File: src/rtl/rc4_pkg.sv
// Shared types and constants for the RC4 key-search controller.
// Latency: n/a (declarations only).
// Backpressure: n/a.
package rc4_pkg;

    // Controller states; binary encoded in 5 bits
    typedef enum logic [4:0] {
        ST_IDLE      = 5'd0,
        ST_CLEAR     = 5'd1,
        ST_INIT      = 5'd2,
        ST_WAIT_INIT = 5'd3,
        ST_KSA       = 5'd4,
        ST_WAIT_KSA  = 5'd5,
        ST_DEC       = 5'd6,
        ST_WAIT_DEC  = 5'd7,
        ST_JUDGE     = 5'd8,
        ST_NEXT_KEY  = 5'd9,
        ST_FOUND     = 5'd10,
        ST_FAIL      = 5'd11
    } state_t;

    // Decrypt FSM memory_sel encodings
    localparam logic [1:0] MEM_SEL_IDLE = 2'd0;
    localparam logic [1:0] MEM_SEL_S    = 2'd1;
    localparam logic [1:0] MEM_SEL_ENC  = 2'd2;
    localparam logic [1:0] MEM_SEL_DEC  = 2'd3;

    // Accepted plaintext characters: lowercase letters and space
    localparam logic [7:0] CHAR_LO = 8'h61;
    localparam logic [7:0] CHAR_HI = 8'h7A;
    localparam logic [7:0] CHAR_SP = 8'h20;

    localparam logic [5:0] CNT_MAX = 6'd63;

    function automatic logic is_printable(input logic [7:0] b);
        return ((b >= CHAR_LO) && (b <= CHAR_HI)) || (b == CHAR_SP);
    endfunction

endpackage

File: src/rtl/rc4_byte_checker.sv
// Judges decrypted output bytes: sticky bad flag plus saturating byte count.
// Latency: flag and count update on the edge that samples en.
// Backpressure: none; every enabled cycle is consumed.
module rc4_byte_checker
    import rc4_pkg::*;
(
    input  logic       clk,
    input  logic       reset,
    input  logic       clear,
    input  logic       en,
    input  logic [7:0] data,
    output logic       bad,
    output logic [5:0] count
);

    // Clear has priority; otherwise each enabled byte is counted and judged
    always_ff @(posedge clk or posedge reset) begin
        if (reset) begin
            bad   <= 1'b0;
            count <= 6'd0;
        end else if (clear) begin
            bad   <= 1'b0;
            count <= 6'd0;
        end else if (en) begin
            if (!is_printable(data)) begin
                bad <= 1'b1;
            end
            // Saturate so an over-long message can never wrap back to MSG_LEN
            if (count != CNT_MAX) begin
                count <= count + 6'd1;
            end
        end
    end

endmodule

File: src/rtl/rc4_key_search_ctrl.sv
// Sequences init/KSA/decrypt per candidate key and stops on a printable message.
// Latency: 6 cycles per candidate plus the sub-FSM durations.
// Backpressure: waits on level finish flags; start ignored while busy.
module rc4_key_search_ctrl
    import rc4_pkg::*;
#(
    parameter int                    KEY_WIDTH = 24,
    parameter logic [KEY_WIDTH-1:0]  KEY_START = 24'h000000,
    parameter logic [KEY_WIDTH-1:0]  KEY_END   = 24'h3FFFFF,
    parameter int                    MSG_LEN   = 32
) (
    input  logic                 clk,
    input  logic                 reset,
    input  logic                 start,
    output logic                 sub_clear,
    output logic                 init_start,
    output logic                 ksa_start,
    output logic                 dec_start,
    input  logic                 init_finish,
    input  logic                 ksa_finish,
    input  logic                 dec_finish,
    output logic [4:0]           iterations,
    input  logic                 dec_wen,
    input  logic [1:0]           dec_sel,
    input  logic [7:0]           dec_data,
    output logic [KEY_WIDTH-1:0] key,
    output logic                 busy,
    output logic                 found,
    output logic                 fail
);

    state_t     state;
    logic       chk_clear;
    logic       chk_en;
    logic       chk_bad;
    logic [5:0] chk_count;

    assign iterations = 5'(MSG_LEN - 1);

    // Only decrypted-RAM writes during the decrypt phase are message bytes
    assign chk_clear = (state == ST_CLEAR);
    assign chk_en    = ((state == ST_DEC) || (state == ST_WAIT_DEC)) &&
                       dec_wen && (dec_sel == MEM_SEL_DEC);

    rc4_byte_checker u_checker (
        .clk   (clk),
        .reset (reset),
        .clear (chk_clear),
        .en    (chk_en),
        .data  (dec_data),
        .bad   (chk_bad),
        .count (chk_count)
    );

    // Controller FSM with registered pulses, status flags and key counter
    always_ff @(posedge clk or posedge reset) begin
        if (reset) begin
            state      <= ST_IDLE;
            key        <= '0;
            sub_clear  <= 1'b0;
            init_start <= 1'b0;
            ksa_start  <= 1'b0;
            dec_start  <= 1'b0;
            busy       <= 1'b0;
            found      <= 1'b0;
            fail       <= 1'b0;
        end else begin
            sub_clear  <= 1'b0;
            init_start <= 1'b0;
            ksa_start  <= 1'b0;
            dec_start  <= 1'b0;
            case (state)
                ST_IDLE, ST_FOUND, ST_FAIL: begin
                    if (start) begin
                        key       <= KEY_START;
                        state     <= ST_CLEAR;
                        sub_clear <= 1'b1;
                        busy      <= 1'b1;
                        found     <= 1'b0;
                        fail      <= 1'b0;
                    end
                end
                ST_CLEAR: begin
                    state      <= ST_INIT;
                    init_start <= 1'b1;
                end
                ST_INIT:      state <= ST_WAIT_INIT;
                ST_WAIT_INIT: begin
                    if (init_finish) begin
                        state     <= ST_KSA;
                        ksa_start <= 1'b1;
                    end
                end
                ST_KSA:       state <= ST_WAIT_KSA;
                ST_WAIT_KSA: begin
                    if (ksa_finish) begin
                        state     <= ST_DEC;
                        dec_start <= 1'b1;
                    end
                end
                ST_DEC:       state <= ST_WAIT_DEC;
                ST_WAIT_DEC: begin
                    if (dec_finish) begin
                        state <= ST_JUDGE;
                    end
                end
                ST_JUDGE: begin
                    if (!chk_bad && (chk_count == 6'(MSG_LEN))) begin
                        state <= ST_FOUND;
                        found <= 1'b1;
                        busy  <= 1'b0;
                    end else begin
                        state <= ST_NEXT_KEY;
                    end
                end
                ST_NEXT_KEY: begin
                    if (key == KEY_END) begin
                        state <= ST_FAIL;
                        fail  <= 1'b1;
                        busy  <= 1'b0;
                    end else begin
                        key       <= key + KEY_WIDTH'(1);
                        state     <= ST_CLEAR;
                        sub_clear <= 1'b1;
                    end
                end
                default:      state <= ST_IDLE;
            endcase
        end
    end

endmodule

File: config.mk
export PLATFORM = sky130hd
export DESIGN_NAME = rc4_key_search_ctrl
export DESIGN_NICKNAME = d
export VERILOG_FILES = /design/src/rtl/rc4_pkg.sv /design/src/rtl/rc4_byte_checker.sv /design/src/rtl/rc4_key_search_ctrl.sv
export SDC_FILE = /design/constraint.sdc
export NUM_CORES = 1
export LEC_CHECK = 0
export CAP_MARGIN = 10
export CORE_MARGIN = 5
export CORE_UTILIZATION = 40
export CTS_BUF_LIST = sky130_fd_sc_hd__clkbuf_8
export DETAILED_ROUTE_END_ITERATION = 8
export HOLD_SLACK_MARGIN = 0.12
export PLACE_DENSITY = 0.69
export SETUP_SLACK_MARGIN = 0.05
export SYNTH_ARGS = -nofsm -noshare
export SYNTH_HDL_FRONTEND = slang
export SYNTH_SLANG_ARGS = --single-unit
File: constraint.sdc
create_clock -name clk -period 2.52 [get_ports clk]
set_input_delay 0.504 -clock clk [delete_from_list [all_inputs] [get_ports clk]]
set_output_delay 0.504 -clock clk [all_outputs]
set_load 0.05 [all_outputs]
After elaboration in Yosys (flattened, before gate mapping)
Cells that the tools add are included.
{"block": "classes", "n_addsub": 2, "order_cmp": 2, "n_eq_ne": 24, "mux": 33, "reduce_logical": 21}
{"op": "$pmux W5 S10", "count": 1}
{"op": "$mux W24", "count": 2}
{"op": "$pmux W24 S2", "count": 1}
{"op": "$add A24 B1 Y24 const B", "count": 1}
{"op": "$eq A24 B22 Y1 const B", "count": 1}
{"op": "$eq A5 B3 Y1 const B", "count": 4}
{"op": "$eq A5 B4 Y1 const B", "count": 4}
{"op": "$mux W5", "count": 4}
{"op": "$mux W6", "count": 3}
{"op": "$mux W1", "count": 16}
{"op": "$ne A2 B2 Y1 const B", "count": 8}
{"op": "$eq A5 B2 Y1 const B", "count": 2}
{"op": "$reduce_and A3 Y1", "count": 3}
{"op": "$eq A8 B6 Y1 const B", "count": 1}
{"op": "$ge A8 B7 Y1 const B", "count": 1}
{"op": "$le A8 B7 Y1 const B", "count": 1}
{"op": "$reduce_and A4 Y1", "count": 2}
{"op": "$reduce_bool A2 Y1", "count": 4}
{"op": "$add A6 B1 Y6 const B", "count": 1}
{"op": "$eq A6 B6 Y1 const B", "count": 1}
{"op": "$ne A6 B6 Y1 const B", "count": 1}
{"op": "$pmux W1 S2", "count": 3}
{"op": "$eq A5 B1 Y1 const B", "count": 1}
{"op": "$logic_not A5 Y1", "count": 1}
{"op": "other kinds (10)", "count": 15}
{"block": "totals", "regBits": 43, "in_bits": 17, "out_inout_bits": 36, "elab_cells": 93}

Longest topological paths before layout
Gate-level depths: netlist of run 1.
{"block": "depth", "depth_word": 6, "depth_mapped": 7, "depth_no_buf": 7}

Modules after synthesis
A second synthesis of run 1 with hierarchy kept.
{"block": "unflattened", "hier_cells": 261, "area_unflattened_um2": 2461.1}
{"module": "rc4_key_search_ctrl", "n_inst": 1, "cells_per_inst": 216, "area_per_inst_um2": 2040.7, "seq_area_each_um2": 875.8}
{"module": "rc4_byte_checker", "n_inst": 1, "cells_per_inst": 45, "area_per_inst_um2": 420.4, "seq_area_each_um2": 175.2}

Worst setup path before layout of run 1
Ideal clock, no wire load.
{"block": "synth_timing", "path_type": "flip-flop to flip-flop", "start": "reg key[0]", "end": "reg busy", "setup_ps": 119, "t_arrival_ps": 2104, "required_ps": 2401, "path_slack_ps": 296, "path_stages_with_launch": 8, "path_buffers": 1, "period_less_slack_ps": 2224, "cell_sequence": "dfrtp_1 -> ha_1 -> nand4_1 -> or4_4 -> o21ai_2 -> buf_6 -> o2111ai_2 -> o21a_1"}
{"block": "synth_via", "elab_chain_len": 3}
{"item": "from (decl)", "line": "rc4_key_search_ctrl.sv:26", "rtl": "output logic [KEY_WIDTH-1:0] key,"}
{"item": "from (signal assigned)", "line": "rc4_key_search_ctrl.sv:122", "rtl": "key <= key + KEY_WIDTH'(1);"}
{"item": "$eq A24 B22 Y1", "line": "rc4_key_search_ctrl.sv:117", "rtl": "if (key == KEY_END) begin"}
{"item": "$ne A2 B2 Y1 (no source line)"}
{"item": "$reduce_and A4 Y1 (no source line)"}
{"item": "to (signal assigned)", "line": "rc4_key_search_ctrl.sv:78", "rtl": "busy <= 1'b1;"}
{"item": "to (signal assigned)", "line": "rc4_key_search_ctrl.sv:111", "rtl": "busy <= 1'b0;"}
{"item": "to (signal assigned)", "line": "rc4_key_search_ctrl.sv:120", "rtl": "busy <= 1'b0;"}
{"item": "to (decl)", "line": "rc4_key_search_ctrl.sv:27", "rtl": "output logic busy,"}
No other way between the ends.
A chain may end at the register's enable or synchronous reset.

Final worst setup path of run 1
Ends and elaborated chain as after synthesis.

==> metrics.md, run 1 <==
| Metric | Value |
|---|---|
| Status | `finished, final reports clean` |
| Most common cell in the netlist | `dfrtp_1` |
| Post-synth top area share | `44.0%` |
| Die W | `87.3 µm` |
| Detailed Place HPWL | `4120 µm` |
| Seq/Total Area, Yosys | `44.0%` |
| Area growth, synth to finish | `27.0%` |
| # IOs | `53` |
| # Post-CTS Setup Buffers | `0` |
| Crit-path slowest cell | `or4_4` |
| Hold-fix buffers, CTS | `0` |
| Drt total wl | `5590 µm` |
| Row count | `28` |
| Actual slew at the worst max-slew pin | `0.622 ns` |
| DRT antenna net count | `0` |
| CTS tree | `yes` |
| Largest stage delay on the critical path | `0.54 ns` |
| Core footprint | `5850 µm²` |
| Crit path launch type | `flip-flop` |
| Mapped Avg Cell Area | `9.25 µm²` |
| Largest area contributor in the netlist | `dfrtp_1` |
| Max cap viols | `0` |
| Synth cell types | `48` |
| Syn Inst Count | `258` |
| 1st-pass router iterations | `4` |
| Total number of vias | `2,136` |
| Ant. Diodes | `0` |
| Final Power | `2.34 mW` |
| DR DRC count | `0` |
| Area of the die | `7610 µm²` |
| Critical path type | `flip-flop to flip-flop` |
| Filler instances | `555` |
| Static leakage | `1.26 nW` |
| Worst clock skew | `0.00742 ns` |
| Relative slew margins | `58.2%` |
| EDFF count, synth | `0` |
| RSZ-0062 raised after global routing | `no` |
| Gp weighted congestion | `0.744` |
| Starting Density | `40.8%` |
| Fmax | `453 MHz` |
| DR iter-0 viols | `138` |
| Grt total ovfl | `0` |
| Fin. max-slew vios | `0` |
| Clock Tree Root | `clkbuf_8` |
| GRT Overall Usage | `15.5%` |
| Dominant cells by area after synthesis | `dfrtp_1 (44%), nand3_1 (4.4%), nor2_1 (3.8%)` |
| Critical path arrival | `2.39 ns` |
| Pin count of the biggest net entering global routing | `43` |
| Minimum clock period | `2.21 ns` |
| Chip height | `87.3 µm` |
| Cell chain of the critical path | `ha_1 -> nand4_1 -> or4_4 -> o21ai_2 -> o2111ai_2 -> o21a_1` |
| Crit Path Max Fanout | `11` |
| Final Hold Viols | `0` |
| Worst-Skew Late Latency | `0.29 ns` |
| Register area | `1050 µm²` |
| CTS Buf Count | `5` |
| Peak VDD IR | `0.356 mV` |
| Post_cts resized | `0` |
| Pwr/cell area | `773 nW/µm²` |
| Post-layout nets | `330` |
| Area of the multi-input gates | `1220 µm²` |
| Commonest cells post-synth | `dfrtp_1 (42), nor2_1 (24), nand2_1 (21), nand3_1 (21), inv_1 (11)` |
| Yosys warnings | `0` |
| Avg WL per Cell | `14.5 µm` |
| Reg clk slew, reported paths | `0.08 ns` |
| Syn Std Cell Area | `2390 µm²` |
| Hold crit path type | `flip-flop to flip-flop` |
| First-pass GRT wire length | `9400 µm` |
| Endpoints failing setup | `0` |
| Total negative slack | `0 ns` |
| Post-synth ARST share | `100%` |
| Number of synthesized register bits | `42` |
| CTS sink cnt | `42` |
| Number of global-route vias before repair | `1,978` |
| H-tree depth | `2` |
| CP Data Required Time | `2.70 ns` |
| Initial antenna violation count | `0` |
| Clk buf depth | `2` |
| Min Hold Slack | `0.516 ns` |
| Share of cells above drive strength 1 | `9.35%` |
| Period utilization | `87.7%` |
| Crit path max-delay family | `compound AO/OA/AOI/OAI gates` |
| Critical path buffers and inverters | `0` |
| Synth Flop Type | `dfrtp_1` |
| Port bufs | `47` |
| Vias per cell | `5.55` |
| Worst setup EP type | `flip-flop` |
## stage by stage
step	area, µm²	setup slack, ns	util [%]	std cells
2_1_floorplan	2400	0.296	-	262
3_3_place_gp	2960	0.430	50.5	378
3_5_place_dp	2960	0.344	50.5	378
4_1_cts	3030	0.326	51.8	385
5_1_grt	3030	0.0863	51.8	385
6_report	3030	0.311	51.8	385
## cells by family (layout without fill, tap and decap cells)
logic type | count (synthesis) | after routing | synth area share [%]
compound gates | 50 | 50 | 14.9
mux | 4 | 4 | 1.73
xor+xnor | 16 | 16 | 5.87
buf+inv | 27 | 75 | 5.50
flops | 42 | 42 | 44.0
simple gates | 115 | 115 | 26.3
other cells | 1 | 5 | 0.157
fa+ha+maj | 3 | 3 | 1.57
## worst paths after layout
| path | start | to | slack, ns | depth (start not counted) |
|---|---|---|---|---|
| setup / recovery | key[0]$_DFFE_PP0P_ | busy$_DFFE_PP0P_ | 0.31 | 6 |
| min in group asynchronous | reset | u_checker.count[2]$_DFFE_PP0P_ | 0.65 | 3 |
| hold reg to reg | u_checker.count[5]$_DFFE_PP0P_ | u_checker.count[5]$_DFFE_PP0P_ | 0.52 | 1 |
| max in group asynchronous | reset | key[8]$_DFFE_PP0P_ | 1.50 | 3 |
| setup reg to reg | key[0]$_DFFE_PP0P_ | busy$_DFFE_PP0P_ | 0.31 | 6 |
| hold / removal | u_checker.count[5]$_DFFE_PP0P_ | u_checker.count[5]$_DFFE_PP0P_ | 0.52 | 1 |
## area by class of cell
type,instances,area share (%)
clock buffer,5,2.27
timing repair buffer,57,18.0
clock inverter,2,0.248
tap,75,3.09
multi-input combinational,193,40.4
inverter,11,1.36
sequential,42,34.7
## layer usage
metal	share of wire [%]	routed length (µm)	track usage (%)
met1	45	2520	21.0
met2	49	2720	24.7
met3	5.6	313	3.69
met4	0.68	38	4.04
met5	0	0	0
## sequential cells by signal (all words and copies together) (netlist names)
register         flops
busy                 1
u_checker.count      6
state                4
sub_clear            1
key                 24
dec_start            1
found                1
u_checker.bad        1
fail                 1
ksa_start            1
init_start           1
## cells in the final DEF (no fill, tap or decap), types with 3 or more instances in the layout
cell type,instances
clkdlybuf4s50_1,47
dfrtp_1,42
nor2_1,24
nand3_1,21
nand2_1,21
inv_1,13
nand4_1,10
a21oi_1,10
buf_4,10
o211ai_1,9
xor2_1,9
xnor2_1,7
nor3_1,6
o31ai_1,6
o21ai_0,6
conb_1,5
clkbuf_8,5
or4_1,4
nor4_1,4
a211oi_1,4
o21ai_2,3
or2_2,3
and3_1,3
or3_1,3
nand2b_1,3
mux2i_1,3
ha_1,3
## report_power, final
group / leakage [nW] / switching (mW) / internal [mW] / total, mW
logic: 0.645 / 0.668 / 0.374 / 1.04
clock network: 0.0466 / 0.216 / 0.183 / 0.399
registers: 0.572 / 0.110 / 0.794 / 0.904
total: 1.26 / 0.994 / 1.35 / 2.34
## worst register-to-register path, delay by kind of cell, from the launching register on
kind                       cells  cell delay (ns)
and+or+nand+nor                2             0.71
adders and majority gates      1             0.23
AOI/OAI and AO/OA              3             0.75
DFF                            1             0.43
(Power assumes the default switching activity.)
==> inputs of run 2 (changes only) <==
--- a/config.mk
+++ b/config.mk
@@ -5,14 +5,16 @@
 export SDC_FILE = /design/constraint.sdc
 export NUM_CORES = 1
 export LEC_CHECK = 0
+export ABC_AREA = 0
 export CAP_MARGIN = 10
 export CORE_MARGIN = 5
 export CORE_UTILIZATION = 40
 export CTS_BUF_LIST = sky130_fd_sc_hd__clkbuf_8
 export DETAILED_ROUTE_END_ITERATION = 8
-export HOLD_SLACK_MARGIN = 0.12
-export PLACE_DENSITY = 0.69
+export HOLD_SLACK_MARGIN = 0.02
+export PLACE_DENSITY = 0.68
 export SETUP_SLACK_MARGIN = 0.05
 export SYNTH_ARGS = -nofsm -noshare
 export SYNTH_HDL_FRONTEND = slang
+export SYNTH_HIERARCHICAL = 1
 export SYNTH_SLANG_ARGS = --single-unit
==> run 2 against run 1 <==
  * Register-to-register slack better by 0.08 ns
  * Combinational power up 74%
  * Largest cell class unchanged
  * Sequential cell count unchanged
  * Worst hold slack worse by 0.054 ns
  * Utilization up 1.2 points
  * Cell count up 0.52%
  * Global-route usage about the same
  * Clock power up 64%
==> metrics.md, run 2 <==
| Metric | Value |
|---|---|
| Gp weighted congestion | `0.882 (+19%)` |
| Total number of vias | `2,132 (-0.19%)` |
| Number of global-route vias before repair | `1,999 (+1.1%)` |
| Initial antenna violation count | `0 (unchanged)` |
| DR iter-0 viols | `129 (-6.5%)` |
| Most flops, register | `key` |
| Peak VDD IR | `0.617 mV (+73%)` |
| Syn Inst Count | `261 (+1.2%)` |
| Final instance area | `3160 µm² (+4.2%)` |
| Commonest non-fill, non-tap cell in the layout | `clkdlybuf4s50_1` |
| CTS Buf Count | `5 (unchanged)` |
| Detailed Place HPWL | `4340 µm (+5.3%)` |
| Reg clk slew, reported paths | `0.08 ns (about the same)` |
| Pwr/cell area | `1170 nW/µm² (+51%)` |
| DR DRC count | `0 (unchanged)` |
| Crit Path Max Fanout | `7 (-4)` |
| Fin. max-slew vios | `0 (unchanged)` |
| Core footprint | `5960 µm² (+1.8%)` |
| Largest stage delay on the critical path | `0.85 ns (+0.31 ns)` |
| Post-synth top area share | `42.7% (-1.3 points)` |
| Complex-gate fraction of the synthesized area | `12.0% (-2.8 points)` |
| Cell chain of the critical path | `clkdlybuf4s50_1` |
| Post-layout nets | `330 (unchanged)` |
| Grt total ovfl | `0 (unchanged)` |
| Worst clock skew | `0.00461 ns (-0.00281 ns)` |
| CP Data Required Time | `2.02 ns (-0.68 ns)` |
| Relative slew margins | `55.1% (-3.1 points)` |
| Ant. Diodes | `0 (unchanged)` |
| # IOs | `53 (unchanged)` |
| Number of synthesized register bits | `42 (unchanged)` |
| Max FFs per register | `24 (unchanged)` |
| Post-synth ARST share | `100% (unchanged)` |
| Avg WL per Cell | `14.7 µm (+1.2%)` |
| Max cap viols | `0 (unchanged)` |
| Post-synthesis mux area share | `2.03% (+0.30 points)` |
| # Post-CTS Setup Buffers | `0 (unchanged)` |
| Commonest cells post-synth | `dfrtp_1 (42), nor2_1 (30), nand2_1 (17)` |
| CTS sink cnt | `42 (unchanged)` |
| Final Hold Viols | `0 (unchanged)` |
| Total negative slack | `0 ns (unchanged)` |
| Fmax | `471 MHz (+4.0%)` |
| First-pass GRT wire length | `9540 µm (+1.5%)` |
| Vias per cell | `5.51 (-0.70%)` |
| Fin cells | `387 (+0.52%)` |
| Drt total wl | `5690 µm (+1.7%)` |
| GRT Overall Usage | `15.5% (+0.034 points)` |
| Starting Density | `41.3% (+0.52 points)` |
| XOR/XNOR Fraction of Synth Area | `6.41% (+0.54 points)` |
| Port bufs | `47 (unchanged)` |
| Share of cells above drive strength 1 | `10.9% (+1.5 points)` |
| Die W | `88.4 µm (+1.4%)` |
| H-tree depth | `2 (unchanged)` |
| RSZ-0062 raised after global routing | `no` |
| Crit path max-delay family | `buffers and inverters` |
| Largest area contributor in the netlist | `dfrtp_1` |
| Row count | `28 (unchanged)` |
| Area of the die | `7820 µm² (+2.7%)` |
| Hold-fix buffers, CTS | `0 (unchanged)` |
| Critical path buffers and inverters | `1 (+1)` |
| EDFF count, synth | `0 (unchanged)` |
| Synth Flop Type | `dfrtp_1` |
| Synth cell types | `60 (+25%)` |
| Post-Synth Adder-Cell Area | `1.02% (-0.56 points)` |
| Mapped Avg Cell Area | `9.43 µm² (+1.9%)` |
| Dpl cells | `379 (+0.26%)` |
| Clock Tree Root | `clkbuf_8` |
| Crit path launch type | `flip-flop` |
| Hold crit path type | `input pin to async pin` |
| Static leakage | `1.36 nW (+7.7%)` |
| Yosys warnings | `6 (+6)` |
| Seq/Total Area, Yosys | `42.7% (-1.3 points)` |
| Status | `finished, final reports clean` |
| Worst-Skew Late Latency | `0.29 ns (about the same)` |
| 1st-pass router iterations | `4 (unchanged)` |
| Minimum clock period | `2.12 ns (-0.0841 ns)` |
| Critical path arrival | `1.62 ns (-0.77 ns)` |
| Syn Std Cell Area | `2460 µm² (+3.1%)` |
| DRT antenna net count | `0 (unchanged)` |
| Pin count of the biggest net entering global routing | `36 (-16%)` |
| Most common cell in the netlist | `dfrtp_1` |
| Post_cts resized | `0 (unchanged)` |
| Area growth, synth to finish | `28.4%` |
| Final Power | `3.69 mW (+57%)` |
| Dominant cells by area after synthesis | `dfrtp_1 (43%), nor2_1 (4.6%), nand4_1 (3.6%)` |
| CTS tree | `yes` |
| Commonest non-fill, non-tap cells in the layout | `clkdlybuf4s50_1 (47), dfrtp_1 (42), nor2_1 (30), nand2_1 (17), nand4_1 (14)` |
| Endpoints failing setup | `0 (unchanged)` |
| Largest family of logic cells by synthesized area | `simple AND/OR/NAND/NOR gates` |
| Simple-gate area share of the yosys netlist | `30.0% (+3.8 points)` |
| Period utilization | `84.3% (-3.3 points)` |
| DP Area | `3020 µm² (+2.0%)` |
| Worst setup EP type | `output pin` |
| Clk buf depth | `2 (unchanged)` |
| Chip height | `88.4 µm (+1.4%)` |
| Crit-path slowest cell | `clkdlybuf4s50_1` |
| Actual slew at the worst max-slew pin | `0.656 ns (+0.0337 ns)` |
| Critical path type | `flip-flop to output pin` |
| Regs by FF count | `key (24), u_checker/count (6), state (4)` |
run 2: power breakdown:
| group | internal, mW | leakage [nW] | switching (mW) | total (mW) |
|---|---|---|---|---|
| registers | 0.906 | 0.563 | 0.326 | 1.23 |
| logic | 0.662 | 0.727 | 1.14 | 1.81 |
| clock network | 0.423 | 0.0714 | 0.232 | 0.655 |
| total | 1.99 | 1.36 | 1.70 | 3.69 |
run 2: final cells by class:
| type | count | area (µm²) |
|---|---|---|
| Sequential cell | 42 | 1050 |
| Fill cell | 603 | 2800 |
| Tap cell | 75 | 93.8 |
| Clock buffer | 6 | 82.6 |
| Inverter | 7 | 26.3 |
| Clock inverter | 2 | 60.1 |
| Multi-Input combinational cell | 197 | 1290 |
| Timing Repair Buffer | 58 | 553 |
run 2: logic make-up (layout without fill, tap and decap cells):
kind of cell | count (synthesis) | count (layout)
AND/OR/NAND/NOR | 123 | 123
AO/OA/AOI/OAI | 44 | 44
flip-flops | 42 | 42
buffers and inverters | 26 | 73
XOR/XNOR | 18 | 18
multiplexers | 5 | 5
adder cells (fa/ha/maj) | 2 | 2
other | 1 | 5
run 2: worst paths after layout:
check / to / slack, ns / start / cells after the start
max in group asynchronous: key[18]$_DFFE_PP0P_ / 1.57 / reset / 3
worst max register to register: key[10]$_DFFE_PP0P_ / 0.40 / key[0]$_DFFE_PP0P_ / 7
min in group clk: found$_DFFE_PP0P_ / 0.49 / found$_DFFE_PP0P_ / 1
worst max-delay path: key[2] / 0.40 / key[2]$_DFFE_PP0P_ / 1
worst min-delay path: u_checker/count[4]$_DFFE_PP0P_ / 0.46 / reset / 2
worst min register to register: found$_DFFE_PP0P_ / 0.49 / found$_DFFE_PP0P_ / 1
run 2: metal layers:
metal	global-route usage, %	share of wire [%]
met2	27.9	53
met5	0	0
met1	18.9	42
met4	3.30	0.40
met3	3.54	4.9
run 2: per-stage QoR:
step / setup WS [ns] / utilization, % / hold WS (ns)
after global placement: 0.469 / 50.7 / 0.465
after floorplan: 0.224 / - / 0.307
final: 0.395 / 53.0 / 0.462
after global routing: 0.239 / 53.0 / 0.492
after detailed placement: 0.432 / 50.7 / 0.474
after CTS: 0.387 / 53.0 / 0.461
==> inputs of run 3 (changes only) <==
==> constraint.sdc (replaced) <==
create_clock -name clk -period 2.2 [get_ports clk]
set_input_delay 0.44 -clock clk [delete_from_list [all_inputs] [get_ports clk]]
set_output_delay 0.44 -clock clk [all_outputs]
set_load 0.05 [all_outputs]
==> run 3 against run 2 <==
  * Clock skew grew 0.0065 ns
  * Cell area rose by 1.6%
  * Sequential power rose by 15%
  * Register-to-register slack got worse by 0.18 ns
  * Combinational power rose by 17%
  * Worst hold slack worse by 0.066 ns
  * Setup slack got worse by 0.23 ns
  * Non-clock buffer count is 12 higher
  * Die area did not move
  * Critical path type unchanged
  * Highest routed layer unchanged
==> metrics.md, run 3 (same netlist as run 2, synthesis figures left out) <==
| Metric | Value |
|---|---|
| Reg2reg setup slack | `0.22 ns (-0.18 ns)` |
| Worst-Skew Late Latency | `0.30 ns (about the same)` |
| Largest stage delay on the critical path | `0.84 ns (about the same)` |
| Clock Tree Root | `clkbuf_8` |
| Crit path max-delay family | `buffers and inverters` |
| Regs by FF count | `key (24), u_checker/count (6), state (4)` |
| Static leakage | `1.38 nW (+1.7%)` |
| Minimum clock period | `2.04 ns` |
| Clk buf depth | `2 (unchanged)` |
| Cell chain of the critical path | `clkdlybuf4s50_1` |
| H-tree depth | `2 (unchanged)` |
| Final setup margin | `0.161 ns (-0.234 ns)` |
| Share of cells above drive strength 1 | `17.3% (+6.4 points)` |
| Hold crit path type | `input pin to async pin` |
| 1st-pass router iterations | `4 (unchanged)` |
| Relative slew margins | `63.7% (+8.6 points)` |
| Dpl ws | `0.174 ns (-0.258 ns)` |
| DR DRC count | `0 (unchanged)` |
| Number of global-route vias before repair | `2,147 (+7.4%)` |
| Chip height | `88.4 µm (unchanged)` |
| Reg-to-reg startpoint | `key[0]$_DFFE_PP0P_` |
| Critical path type | `flip-flop to output pin` |
| Commonest non-fill, non-tap cell in the layout | `clkdlybuf4s50_1` |
| Max cap viols | `0 (unchanged)` |
| Worst clock skew | `0.0111 ns (+0.00647 ns)` |
| Pwr/cell area | `1260 nW/µm² (+7.7%)` |
| Critical path arrival | `1.60 ns (-0.02 ns)` |
| Max FFs per register | `24 (unchanged)` |
| FF-to-FF End | `key[0]$_DFFE_PP0P_` |
| Area growth, synth to finish | `30.5%` |
| Worst setup EP type | `output pin` |
| Hold-fix buffers, CTS | `0 (unchanged)` |
| Vias per cell | `5.39 (-2.2%)` |
| Critical path buffers and inverters | `1 (unchanged)` |
| First-pass GRT wire length | `10,100 µm (+5.9%)` |
| CTS Buf Count | `5 (unchanged)` |
| Gp weighted congestion | `0.875 (-0.82%)` |
| Filler instances | `573 (-5.0%)` |
| GRT Overall Usage | `16.3% (+0.78 points)` |
| Status | `finished, final reports clean` |
| Core footprint | `5960 µm² (unchanged)` |
| Total negative slack | `0 ns (unchanged)` |
| Final Hold Viols | `0 (unchanged)` |
| DRT antenna net count | `0 (unchanged)` |
| Total number of vias | `2,150 (+0.84%)` |
| CTS sink cnt | `42 (unchanged)` |
| Reg clk slew, reported paths | `0.08 ns (about the same)` |
| Starting Density | `41.3% (unchanged)` |
| Actual slew at the worst max-slew pin | `0.543 ns (-0.113 ns)` |
| Ant. Diodes | `0 (unchanged)` |
| Drt total wl | `5840 µm (+2.6%)` |
| Avg WL per Cell | `14.6 µm (-0.52%)` |
| Fin. max-slew vios | `0 (unchanged)` |
| Fmax | `490 MHz` |
| CTS tree | `yes` |
| Crit-path slowest cell | `clkdlybuf4s50_1` |
| Pin count of the biggest net entering global routing | `36 (unchanged)` |
| Row count | `28 (unchanged)` |
| Endpoints failing setup | `0 (unchanged)` |
| Period utilization | `92.7%` |
| Die W | `88.4 µm (unchanged)` |
| Grt total ovfl | `0 (unchanged)` |
| # IOs | `53 (unchanged)` |
| R2R depth | `8 (+1)` |
| DR iter-0 viols | `78 (-40%)` |
| RSZ-0062 raised after global routing | `no` |
| Post-layout nets | `342 (+3.6%)` |
| Crit Path Max Fanout | `6 (-1)` |
| Port bufs | `47 (unchanged)` |
| Initial antenna violation count | `0 (unchanged)` |
| Detailed Place HPWL | `4380 µm (+0.89%)` |
| Crit path launch type | `flip-flop` |
| CP Data Required Time | `1.76 ns (-0.26 ns)` |
| Commonest non-fill, non-tap cells in the layout | `clkdlybuf4s50_1 (47), dfrtp_1 (32), nor2_1 (30), buf_4 (22), nand2_1 (16)` |
| Peak VDD IR | `0.687 mV (+11%)` |
| Most flops, register | `key` |
| Area of the die | `7820 µm² (unchanged)` |
## run 3: per-stage QoR
step / power, mW / std cells / area [µm²] / utilization, % / hold slack [ns]
CTS: 4.08 / 394 / 3170 / 53.3 / 0.398
floorplan: 2.81 / 265 / 2490 / - / 0.243
global route: 4.33 / 399 / 3210 / 53.9 / 0.427
global placement: 3.53 / 386 / 3080 / 51.7 / 0.461
detailed placement: 3.56 / 386 / 3080 / 51.7 / 0.465
finish: 4.04 / 399 / 3210 / 53.9 / 0.396
## run 3: layout make-up
type                    instances  area [µm²]  share of cell area, %
multi-input cells             197        1290                   40.3
flip-flops and latches         42        1060                   33.1
repair buffers                 70         641                   20.0
well taps                      75        93.8                   2.92
clock buffers                   6        82.6                   2.57
inverters                       7        26.3                  0.818
clock inverters                 2        8.76                  0.273
## run 3: worst max path at each step
stage	from	end	slack, ns	cells after the start
after floorplan	key[4]$_DFFE_PP0P_	key[19]$_DFFE_PP0P_	0.05	6
after global routing	key[0]$_DFFE_PP0P_	key[9]$_DFFE_PP0P_	0.07	7
after global placement	key[0]$_DFFE_PP0P_	key[18]$_DFFE_PP0P_	0.23	7
final	key[7]$_DFFE_PP0P_	key[7]	0.16	1
after detailed placement	key[0]$_DFFE_PP0P_	key[10]$_DFFE_PP0P_	0.17	7
after CTS	key[0]$_DFFE_PP0P_	key[10]$_DFFE_PP0P_	0.15	7
## run 3: what timing repair did
| action | CTS | global route |
|---|---|---|
| setup buffers | 0 | 5 |
| resized for setup | 0 | 1 |
| setup endpoints to repair | 0 | 4 |
## run 3: routing by layer
metal | up-vias | track usage (%) | wire [µm]
met5 | - | 0 | 0
met4 | 0 | 3.43 | 39
met3 | 6 | 3.26 | 314
met2 | 52 | 29.2 | 2960
met1 | 1028 | 20.2 | 2530
li1 | 1064 | - | -
## run 3: report_power, final
part	total, mW	switching (mW)	leakage [nW]	internal (mW)
registers	1.42	0.368	0.547	1.05
logic	2.11	1.32	0.784	0.786
clock network	0.510	0.261	0.0524	0.249
